==> src/rtl/fuzz_stim_packer_if.sv <==
// fuzz_stim_packer_if
// Bundles the byte-stream input handshake and the stimulus-frame output of
// fuzz_stim_packer.
//   byte_i / byte_valid_i / byte_ready_o : raw fuzz byte stream in
//   stim_valid_o / stim_ready_i          : frame handshake out
//   stall_o, code_o, code_ready_o, data_o, data_ready_o, data_addr_ext_o,
//   ext_irq_o, tmr_irq_o, sft_irq_o      : frame fields
//   init_pc_o                            : constant reset PC
//   frame_cnt_o                          : frames delivered since reset
// Modport slave is the packer side; master is the producer/consumer side.
interface fuzz_stim_packer_if #(
  parameter int XLEN = 32
);
  logic [7:0]      byte_i;
  logic            byte_valid_i;
  logic            byte_ready_o;
  logic            stim_valid_o;
  logic            stim_ready_i;
  logic            stall_o;
  logic [XLEN-1:0] code_o;
  logic            code_ready_o;
  logic [XLEN-1:0] data_o;
  logic            data_ready_o;
  logic            data_addr_ext_o;
  logic            ext_irq_o;
  logic            tmr_irq_o;
  logic            sft_irq_o;
  logic [XLEN-1:0] init_pc_o;
  logic [15:0]     frame_cnt_o;

  modport slave (
    input  byte_i, byte_valid_i, stim_ready_i,
    output byte_ready_o, stim_valid_o, stall_o, code_o, code_ready_o,
           data_o, data_ready_o, data_addr_ext_o, ext_irq_o, tmr_irq_o,
           sft_irq_o, init_pc_o, frame_cnt_o
  );

  modport master (
    output byte_i, byte_valid_i, stim_ready_i,
    input  byte_ready_o, stim_valid_o, stall_o, code_o, code_ready_o,
           data_o, data_ready_o, data_addr_ext_o, ext_irq_o, tmr_irq_o,
           sft_irq_o, init_pc_o, frame_cnt_o
  );
endinterface

==> src/rtl/fuzz_stim_packer.sv <==
// fuzz_stim_packer
// Parses a raw fuzz byte stream into per-cycle stimulus frames for the
// fuzz-harness core wrapper and buffers them in a small FIFO.
// Ports:
//   clk_i  : clock
//   rst_ni : asynchronous active-low reset
//   bus    : fuzz_stim_packer_if.slave (byte input, frame output, init_pc,
//            frame counter)
// Byte stream: control byte {has_words, sft, tmr, ext, addr_ext, data_ready,
// code_ready, stall}, optionally followed by XLEN/8 code bytes and XLEN/8
// data bytes, little-endian.
// Optional feature macro STIM_IDLE_FILL_EN: when the FIFO is empty an idle
// frame (stall=1, held words, other bits 0) is presented as valid; popping it
// does not advance frame_cnt_o.
//
// state  | meaning
// S_CTRL | waiting for / consuming the control byte
// S_CODE | consuming code word bytes
// S_DATA | consuming data word bytes
// S_PUSH | writing the assembled frame into the FIFO (no byte consumed)
module fuzz_stim_packer #(
  parameter int              XLEN       = 32,
  parameter int              FIFO_DEPTH = 4,
  parameter logic [XLEN-1:0] INIT_PC    = '0
) (
  input  logic               clk_i,
  input  logic               rst_ni,
  fuzz_stim_packer_if.slave  bus
);

  localparam int              NB     = XLEN / 8;
  localparam int              KW     = (NB > 1) ? $clog2(NB) : 1;
  localparam int              AW     = (FIFO_DEPTH > 1) ? $clog2(FIFO_DEPTH) : 1;
  localparam int              FW     = 7 + 2 * XLEN;
  localparam logic [KW-1:0]   K_LAST = KW'(NB - 1);
  localparam logic [AW:0]     CNT_FULL = (AW + 1)'(FIFO_DEPTH);

  typedef enum logic [1:0] {S_CTRL, S_CODE, S_DATA, S_PUSH} state_e;

  state_e          state_q, state_d;
  logic [KW-1:0]   k_q, k_d;
  logic [7:0]      ctrl_q;
  logic [XLEN-1:0] code_asm_q, data_asm_q;
  logic [XLEN-1:0] code_q, data_q;
  logic [FW-1:0]   mem_q [FIFO_DEPTH];
  logic [AW-1:0]   wr_ptr_q, rd_ptr_q;
  logic [AW:0]     count_q;
  logic [15:0]     frame_cnt_q;

  logic            empty, full, byte_fire, pop, push;
  logic [FW-1:0]   push_frame, out_frame;
  logic            out_valid;

  assign empty = (count_q == '0);
  assign full  = (count_q == CNT_FULL);

  // Ready is gated by reset so the producer sees 0 while held in reset.
  assign bus.byte_ready_o = rst_ni && (state_q != S_PUSH) && !full;
  assign byte_fire        = bus.byte_valid_i && bus.byte_ready_o;
  assign pop              = !empty && bus.stim_ready_i;
  // Full is judged after this cycle's pop, so a pop frees room for the push.
  assign push             = (state_q == S_PUSH) && (!full || pop);

  // Frames without words reuse the held words from the last worded frame.
  assign push_frame = {ctrl_q[6:0],
                       ctrl_q[7] ? code_asm_q : code_q,
                       ctrl_q[7] ? data_asm_q : data_q};

  always_comb begin
    state_d = state_q;
    k_d     = k_q;
    unique case (state_q)
      S_CTRL: begin
        if (byte_fire) begin
          k_d     = '0;
          state_d = bus.byte_i[7] ? S_CODE : S_PUSH;
        end
      end
      S_CODE: begin
        if (byte_fire) begin
          if (k_q == K_LAST) begin
            k_d     = '0;
            state_d = S_DATA;
          end else begin
            k_d = k_q + KW'(1);
          end
        end
      end
      S_DATA: begin
        if (byte_fire) begin
          if (k_q == K_LAST) begin
            k_d     = '0;
            state_d = S_PUSH;
          end else begin
            k_d = k_q + KW'(1);
          end
        end
      end
      S_PUSH: begin
        if (push) state_d = S_CTRL;
      end
      default: state_d = S_CTRL;
    endcase
  end

  always_ff @(posedge clk_i or negedge rst_ni) begin
    if (!rst_ni) begin
      state_q <= S_CTRL;
      k_q     <= '0;
    end else begin
      state_q <= state_d;
      k_q     <= k_d;
    end
  end

  always_ff @(posedge clk_i or negedge rst_ni) begin
    if (!rst_ni) begin
      ctrl_q      <= '0;
      code_asm_q  <= '0;
      data_asm_q  <= '0;
      code_q      <= '0;
      data_q      <= '0;
      wr_ptr_q    <= '0;
      rd_ptr_q    <= '0;
      count_q     <= '0;
      frame_cnt_q <= '0;
    end else begin
      if (byte_fire) begin
        if (state_q == S_CTRL) ctrl_q <= bus.byte_i;
        for (int i = 0; i < NB; i++) begin
          if (k_q == KW'(i)) begin
            if (state_q == S_CODE) code_asm_q[i*8 +: 8] <= bus.byte_i;
            if (state_q == S_DATA) data_asm_q[i*8 +: 8] <= bus.byte_i;
          end
        end
      end
      // Held words only change once a worded frame is actually committed.
      if (push && ctrl_q[7]) begin
        code_q <= code_asm_q;
        data_q <= data_asm_q;
      end
      if (push) wr_ptr_q <= wr_ptr_q + AW'(1);
      if (pop) begin
        rd_ptr_q    <= rd_ptr_q + AW'(1);
        frame_cnt_q <= frame_cnt_q + 16'd1;
      end
      if (push && !pop)      count_q <= count_q + (AW + 1)'(1);
      else if (pop && !push) count_q <= count_q - (AW + 1)'(1);
    end
  end

  // Storage needs no reset: entries are only read while the FIFO is non-empty.
  always_ff @(posedge clk_i) begin
    if (push) mem_q[wr_ptr_q] <= push_frame;
  end

  always_comb begin
    out_valid = 1'b0;
    out_frame = '0;
    if (rst_ni && !empty) begin
      out_valid = 1'b1;
      out_frame = mem_q[rd_ptr_q];
    end
`ifdef STIM_IDLE_FILL_EN
    else if (rst_ni) begin
      out_valid = 1'b1;
      out_frame = {7'h01, code_q, data_q};
    end
`else
`endif
  end

  assign bus.stim_valid_o    = out_valid;
  assign bus.sft_irq_o       = out_frame[FW-1];
  assign bus.tmr_irq_o       = out_frame[FW-2];
  assign bus.ext_irq_o       = out_frame[FW-3];
  assign bus.data_addr_ext_o = out_frame[FW-4];
  assign bus.data_ready_o    = out_frame[FW-5];
  assign bus.code_ready_o    = out_frame[FW-6];
  assign bus.stall_o         = out_frame[FW-7];
  assign bus.code_o          = out_frame[2*XLEN-1:XLEN];
  assign bus.data_o          = out_frame[XLEN-1:0];
  assign bus.init_pc_o       = INIT_PC;
  assign bus.frame_cnt_o     = frame_cnt_q;

endmodule

==> src/flat_wrapper.sv <==
// flat-port wrapper written by rule: the top's interface ports become plain ports
module fuzz_stim_packer_flat 
#(
  parameter int              XLEN       = 32,
  parameter int              FIFO_DEPTH = 4,
  parameter logic [XLEN-1:0] INIT_PC    = '0
)
  (clk_i, rst_ni, bus_byte_i, bus_byte_valid_i, bus_stim_ready_i, bus_byte_ready_o, bus_stim_valid_o, bus_stall_o, bus_code_o, bus_code_ready_o, bus_data_o, bus_data_ready_o, bus_data_addr_ext_o, bus_ext_irq_o, bus_tmr_irq_o, bus_sft_irq_o, bus_init_pc_o, bus_frame_cnt_o);
  fuzz_stim_packer_if #(.XLEN(XLEN)) bus_i ();
  input  logic clk_i;
  input  logic rst_ni;
  input wire logic [$bits(bus_i.byte_i)-1:0] bus_byte_i;
  input wire logic [$bits(bus_i.byte_valid_i)-1:0] bus_byte_valid_i;
  input wire logic [$bits(bus_i.stim_ready_i)-1:0] bus_stim_ready_i;
  output wire logic [$bits(bus_i.byte_ready_o)-1:0] bus_byte_ready_o;
  output wire logic [$bits(bus_i.stim_valid_o)-1:0] bus_stim_valid_o;
  output wire logic [$bits(bus_i.stall_o)-1:0] bus_stall_o;
  output wire logic [$bits(bus_i.code_o)-1:0] bus_code_o;
  output wire logic [$bits(bus_i.code_ready_o)-1:0] bus_code_ready_o;
  output wire logic [$bits(bus_i.data_o)-1:0] bus_data_o;
  output wire logic [$bits(bus_i.data_ready_o)-1:0] bus_data_ready_o;
  output wire logic [$bits(bus_i.data_addr_ext_o)-1:0] bus_data_addr_ext_o;
  output wire logic [$bits(bus_i.ext_irq_o)-1:0] bus_ext_irq_o;
  output wire logic [$bits(bus_i.tmr_irq_o)-1:0] bus_tmr_irq_o;
  output wire logic [$bits(bus_i.sft_irq_o)-1:0] bus_sft_irq_o;
  output wire logic [$bits(bus_i.init_pc_o)-1:0] bus_init_pc_o;
  output wire logic [$bits(bus_i.frame_cnt_o)-1:0] bus_frame_cnt_o;
  assign bus_i.byte_i = bus_byte_i;
  assign bus_i.byte_valid_i = bus_byte_valid_i;
  assign bus_i.stim_ready_i = bus_stim_ready_i;
  assign bus_byte_ready_o = bus_i.byte_ready_o;
  assign bus_stim_valid_o = bus_i.stim_valid_o;
  assign bus_stall_o = bus_i.stall_o;
  assign bus_code_o = bus_i.code_o;
  assign bus_code_ready_o = bus_i.code_ready_o;
  assign bus_data_o = bus_i.data_o;
  assign bus_data_ready_o = bus_i.data_ready_o;
  assign bus_data_addr_ext_o = bus_i.data_addr_ext_o;
  assign bus_ext_irq_o = bus_i.ext_irq_o;
  assign bus_tmr_irq_o = bus_i.tmr_irq_o;
  assign bus_sft_irq_o = bus_i.sft_irq_o;
  assign bus_init_pc_o = bus_i.init_pc_o;
  assign bus_frame_cnt_o = bus_i.frame_cnt_o;
  fuzz_stim_packer #(.XLEN(XLEN), .FIFO_DEPTH(FIFO_DEPTH), .INIT_PC(INIT_PC)) u_core (.clk_i(clk_i), .rst_ni(rst_ni), .bus(bus_i));
endmodule
==> config.mk <==
export PLATFORM = sky130hd
export DESIGN_NAME = fuzz_stim_packer_flat
export DESIGN_NICKNAME = d
export VERILOG_FILES = /design/src/rtl/fuzz_stim_packer_if.sv /design/src/rtl/fuzz_stim_packer.sv /design/src/flat_wrapper.sv
export SDC_FILE = /design/constraint.sdc
export NUM_CORES = 1
export LEC_CHECK = 0
export ABC_AREA = 1
export CAP_MARGIN = 20
export CORE_AREA = 2 2 198 200
export DETAILED_ROUTE_END_ITERATION = 10
export DIE_AREA = 0 0 200 202
export PLACE_DENSITY = 0.69
export RECOVER_POWER = 100
export SLEW_MARGIN = 10
export SYNTH_ARGS = -nofsm -noshare
export SYNTH_HDL_FRONTEND = slang
export SYNTH_SLANG_ARGS = --single-unit
==> constraint.sdc <==
create_clock -name clk_i -period 5.7 [get_ports clk_i]
set_clock_uncertainty 0.1 [all_clocks]
set_input_delay 0.855 -clock clk_i [delete_from_list [all_inputs] [get_ports clk_i]]
set_output_delay 0.855 -clock clk_i [all_outputs]
set_load 0.02 [all_outputs]
==> qor.csv <==
metric,value,unit
leakage power,8.29,nW
non-filler instance count after layout,2366,
Power Total,11.7,mW
Post-synth EDFFs,284,
syn_area_per_cell,10.8,sq um
Die ar.,40400,sq um
setup violators final,0,
Synth Flop Type,edfxtp_1,
CTS buffer count,45,
"area leader, netlist",edfxtp_1,
fin util,55.2,%
clk buf depth,3,
Starting Density,49.2,%
Max Fclk,0.212,GHz
area of the core,38300,sq um
Worst-Skew Late Latency,0.54,ns
Internal,7.54,mW
Max-slew headroom,-106,%
vias in the first global route,11800,
FF-to-FF End,u_core.mem_q[1][18]$_DFFE_PP_,
Post-Route WL,41.3,mm
Clk pwr share,24.4,%
largest net degree at the start of global routing,165,
Clock Sink Count,447,
Final Hold Vio Count,0,
area growth from synthesis to layout,12.2,%
FP Rows,72,
CP Launch Type,input port,
peak supply drop,0.307,mV
outcome,"finished, violations left",
root buffer cell,clkbuf_16,
final worst setup slack,0.983,ns
placed cell count,2283,
Pwr Density,555,nW/um^2
Comb pwr share,33.2,%
Critical Path Sink Type,register,
I/O pin cnt,133,
synth top area cells,"edfxtp_1, dfrtp_1, o21ai_0",
DRT antenna net count,0,
worst hold margin,0.383,ns
Tmin final,4.72,ns
hold_buf cts,0,
WL/cell,17.4,um
WP data arrival,4.78,ns
Worst Setup Slack post-DPL,1.92,ns
CTS tree,yes,
Setup CP Type,in2reg,
sequential area share after synthesis,66.9,%
#FFs+latches synth,447,
footprint of the multi-input gates,4930,sq um
synth warn,0,
CP Max Fanout,26,
DP HPWL,24.2,mm
Iter 0 DRT Violations,870,
sequential share of power,42.4,%
RSZ-0062 raised after global routing,false,
WP data required,5.76,ns
via/cell ratio,5.14,
post-layout net count,1840,
reg2reg path depth,4,
post-route cell area,21200,sq um
Worst Setup SP,bus_stim_ready_i,
final period utilization,82.8,%
die height,202,um
I/O Buffers,100,
initial antenna violation count,1,
post-CTS setup buffers,0,
Register Area,12600,sq um
mapped cell area,18800,sq um
First-pass DRT Iterations,5,
Async SR Flop Fraction,36.5,%
routed vias,12200,
R2R setup slack,1.37,ns
Final Slew Violations,190,
Post-Synthesis Cells,1743,
placed cell areas,20000,sq um
worst r2r src,u_core.state_q[1]$_DFFE_PN0P_,
Synth top area share,45.2,%
Die W,200,um
Worst Hold Class,reg2reg,
first-pass GRT wire length,65.5,mm
Switching Fraction,35.7,%
layout cells sized above 1,4.49,%
FILL cells,3320,
failing checks,"capacitance limit, slew limit",
DRC errors left,0,
GRT Residual Overflow,0,
switching pwr,4.19,mW
Clock Pin Slew Worst Setup and Hold Paths,0.06,ns
Setup TNS Final,0,ns
Cell variety after synth,36,
H-tree depth,2,
GRT Overall Usage,21.0,%
max-cap check violation count,6,
cts repair resizes,0,
GPL Wtd Cong,0.809,
Worst-Margin Slew,3.08,ns
Worst Setup EP,u_core.mem_q[1][18]$_DFFE_PP_,
## synthesized netlist by cell type, types with 2 or more instances
cell type and count:
nor2_1 310, o21ai_1 8, xor2_1 7, edfxtp_1 284, buf_2 22, inv_1 105
buf_4 41, dfrtp_1 163, nand3_1 7, nand4_1 3, or2_2 2, nand2_1 266
nor2_4 8, nand2_4 4, buf_1 4, clkbuf_1 36, o21ai_2 28, ha_1 14
nand3b_1 2, o21ai_0 311, xnor2_1 5, a21oi_1 73, buf_6 20, inv_2 2
o21a_1 7
## logic make-up after synthesis
kind of cell | after synthesis | synth area share, %
buffers and inverters | 232 | 6.45
other | 1 | 0.0199
AND/OR/NAND/NOR | 608 | 13.0
XOR/XNOR | 12 | 0.558
multiplexers | 1 | 0.0597
AO/OA/AOI/OAI | 427 | 12.0
flip-flops | 447 | 66.9
adder cells (fa/ha/maj) | 15 | 1.04
## registers in the layout, indices dropped and copies added (netlist names), 3 cells and up
name / count
u_core.data_asm_q: 32
u_core.ctrl_q: 8
u_core.bus.frame_cnt_o: 16
u_core.mem_q: 284
u_core.data_q: 32
u_core.code_asm_q: 32
u_core.count_q: 3
u_core.code_q: 32
## final cells by class
| class | count | share of cell area [%] |
|---|---|---|
| tap | 518 | 3.06 |
| multi-input combinational | 1095 | 23.3 |
| clock buffer | 66 | 5.70 |
| clock inverter | 15 | 0.917 |
| antenna | 1 | 0.0118 |
| inverter | 108 | 1.93 |
| timing repair buffer | 116 | 5.42 |
| sequential | 447 | 59.6 |
## worst max-delay path: stages
cell	delay [ns]
dlygate4sd3_1	0.59
inv_1	0.06
nand3_1	0.12
nand2_1	0.17
nor2_1	2.07
clkbuf_2	0.89
## routing by layer
layer / global-route usage [%] / routed length [um]
met1: 30.5 / 18700
met2: 33.5 / 19400
met3: 2.72 / 2200
met4: 6.03 / 999
met5: 0 / 0
## layout by cell type (no fill, tap or decap), types with 2 or more instances in the layout
| cell | instances |
|---|---|
| a21oi_1 | 73 |
| buf_12 | 4 |
| buf_4 | 6 |
| bufinv_16 | 5 |
| clkbuf_1 | 24 |
| clkbuf_16 | 45 |
| clkbuf_2 | 4 |
| clkdlybuf4s50_1 | 11 |
| clkinv_1 | 5 |
| clkinv_2 | 7 |
| conb_1 | 32 |
| dfrtp_1 | 161 |
| dlygate4sd3_1 | 88 |
| edfxtp_1 | 284 |
| ha_1 | 14 |
| inv_1 | 105 |
| nand2_1 | 268 |
| nand2_4 | 2 |
| nand3_1 | 9 |
| nand3b_1 | 2 |
| nand4_1 | 3 |
| nor2_1 | 319 |
| o21a_1 | 7 |
| o21ai_0 | 344 |
| o21ai_2 | 2 |
| or2_2 | 2 |
| xnor2_1 | 5 |
| xor2_1 | 7 |
## power by group through the flow
stage,combinational (mW),sequential [mW],clock (mW)
global placement,4.05,4.99,0
detailed placement,4.15,5.03,0
floorplan,2.79,4.98,0
CTS,4.17,4.97,2.91
finish,3.90,4.97,2.86
global route,4.40,5.07,3.04
## how the worst min path moves through the flow
stage	depth (start not counted)	endpoint	from	slack, ns
floorplan	2	u_core.code_asm_q[24]$_DFFE_PN0P_	u_core.code_asm_q[24]$_DFFE_PN0P_	0.35
global placement	2	u_core.code_q[10]$_DFFE_PN0P_	u_core.code_q[10]$_DFFE_PN0P_	0.36
detailed placement	2	u_core.code_q[12]$_DFFE_PN0P_	u_core.code_q[12]$_DFFE_PN0P_	0.37
CTS	2	u_core.code_q[10]$_DFFE_PN0P_	u_core.code_q[10]$_DFFE_PN0P_	0.38
global route	2	u_core.data_q[1]$_DFFE_PN0P_	u_core.data_q[1]$_DFFE_PN0P_	0.40
finish	2	u_core.data_asm_q[27]$_DFFE_PN0P_	u_core.data_asm_q[27]$_DFFE_PN0P_	0.38
Note: power is estimated with default switching activity, not from simulation.
==> edit (same settings) <==
Register the output `bus.tmr_irq_o`; this adds one clock of latency there.
--- a/src/rtl/fuzz_stim_packer.sv
+++ b/src/rtl/fuzz_stim_packer.sv
@@ -172,7 +172,9 @@
 
   assign bus.stim_valid_o    = out_valid;
   assign bus.sft_irq_o       = out_frame[FW-1];
-  assign bus.tmr_irq_o       = out_frame[FW-2];
+  always_ff @(posedge clk_i) begin
+    bus.tmr_irq_o <= out_frame[FW-2];
+  end
   assign bus.ext_irq_o       = out_frame[FW-3];
   assign bus.data_addr_ext_o = out_frame[FW-4];
   assign bus.data_ready_o    = out_frame[FW-5];
Formal check against the unedited RTL: not equivalent (a bounded check fails within 4 cycles, from zero or initial values and one cycle with rst_ni low).
==> edit against the unedited design <==
The run still ends with max-capacitance violations, max-slew violations left. Area after synthesis up 0.11%. Routed wire length down 0.18%. Sequential cell count up 1. Power down 0.84%. Die area unchanged. Final cell count up 0.13%. Critical path depth down 1. Combinational power down 1%. Core utilization about the same. Final area about the same. Global-route usage about the same. Sequential share of layout area up 0.12 points. Register-to-register slack better by 0.47 ns. Worst setup slack worse by 0.25 ns. Critical endpoint is now bus_data_o[22].
==> edit: results (changes against the unedited design) <==
=================================================================================================================
Result of the run .................................................................................. finished with violations
Violations in the final reports .................................................................... max-capacitance violations, max-slew violations
Vias in the first global route .....................................................................        12100   +2.3%
Register area share after synthesis ................................................................       66.92%   about the same
Crit-path slowest cell ............................................................................. sky130_fd_sc_hd__clkinv_2
Max incr delay on CP ...............................................................................      0.78 ns   -1.29 ns
Worst Path Max Fanout ..............................................................................           61   +130%
Met2 global-route usage ............................................................................       33.25%   -0.30 points
Largest vdd supply drop ............................................................................     339.3 uV   +11%
Detail Placement HPWL .............................................................................. 24270 microns   +0.35%
CP arrival .........................................................................................      4.01 ns   -0.77 ns
Area post-placement ................................................................................  20030 sq um   +0.11%
Cells after DPL ....................................................................................         2286   +0.13%
Top post-synthesis cells by area ................................................................... sky130_fd_sc_hd__edfxtp_1 (45%), sky130_fd_sc_hd__dfrtp_1 (22%), sky130_fd_sc_hd__o21ai_0 (8.2%), sky130_fd_sc_hd__nor2_1 (6.2%), sky130_fd_sc_hd__nand2_1 (5.3%)
Post-route design area .............................................................................  21150 sq um   about the same
DRC marker count from the first detailed-route iteration ...........................................         1119   +29%
Number of distinct library cells after synthesis ...................................................           37   +2.8%
Count of placed standard cells in the final layout, fillers left out ...............................         2369   +0.13%
Overall global routing resource usage ..............................................................       21.00%   -0.047 points
Fillers ............................................................................................         3269   -1.5%
Count of antenna diodes in the layout ..............................................................            0   -1
Start of the worst register-to-register path ....................................................... u_core.count_q[0]
Arithmetic-cell share of the synthesized area counting full adders, half adders and majority gates .       1.034%   -0.0011 points
Wire length on met3 ................................................................................ 2429 microns   +10%
Capture point of the worst path .................................................................... bus_data_o[22]
Worst setup path start ............................................................................. u_core.rd_ptr_q[0]
Max-slew violation count ...........................................................................          392   +110%
Largest net degree at the start of global routing ..................................................          104   -37%
Number of antenna violations at the first check in global routing ..................................            0   -1
Measured slew at the worst slew-check pin ..........................................................     3.985 ns   +0.9063 ns
Leak ...............................................................................................     8.272 nW   -0.17%
DR WL met2 ......................................................................................... 19220 microns   -0.86%
R2R depth ..........................................................................................            7   +3
Met3 capacity usage during global routing ..........................................................       3.104%   +0.38 points
Maximum clock frequency ............................................................................    201.3 MHz   -5.1%
Max Cap Viol .......................................................................................           10   +4
Per-instance average area after synthesis ..........................................................  10.82 sq um   about the same
Endpoint of the worst-slack reg-to-reg timing path ................................................. u_core.code_q[21]
=================================================================================================================
==> edit: cell types whose count changed in the layout (fill, tap and decap cells not counted), moves of 3 or more <==
cell,unedited run,this run
sky130_fd_sc_hd__clkinv_1,5,2
sky130_fd_sc_hd__bufinv_16,5,0
sky130_fd_sc_hd__clkdlybuf4s50_1,11,16
sky130_fd_sc_hd__o21ai_2,2,5
sky130_fd_sc_hd__dlygate4sd3_1,88,83
sky130_fd_sc_hd__clkinv_2,7,13
sky130_fd_sc_hd__clkbuf_8,0,3
==> edit: final cells by class <==
| class | instances | share of cell area (%) |
|---|---|---|
| flip-flops and latches | 448 | 59.74 |
| inverters | 108 | 1.935 |
| multi-input cells | 1095 | 23.39 |
| repair buffers | 118 | 5.432 |
| well taps | 518 | 3.065 |
| clock buffers | 67 | 6.059 |
| clock inverters | 15 | 0.3787 |
==> edit: worst register-to-register path, cell delays in order (launching register included) <==
cell,delay [ns]
sky130_fd_sc_hd__dfrtp_1,0.44
sky130_fd_sc_hd__nor2_4,0.17
sky130_fd_sc_hd__nand3_1,0.16
sky130_fd_sc_hd__nand2_1,0.28
sky130_fd_sc_hd__clkinvlp_2,0.26
sky130_fd_sc_hd__nand2_1,1.12
sky130_fd_sc_hd__clkbuf_2,0.92
sky130_fd_sc_hd__o21ai_0,0.24
==> edit: per-stage QoR <==
step,hold slack (ns),total power [mW]
2_1_floorplan,0.3530,7.784
3_5_place_dp,0.3673,9.187
6_report,0.05865,11.63
3_3_place_gp,0.3643,9.045
4_1_cts,0.05077,11.94
5_1_grt,0.05941,12.41
==> edit: power breakdown <==
group          leakage, nW  internal [mW]  switching, mW
clock network        0.676           1.56           1.18
registers             4.58           4.65          0.384
logic                 3.02           1.22           2.65
total                 8.27           7.42           4.21
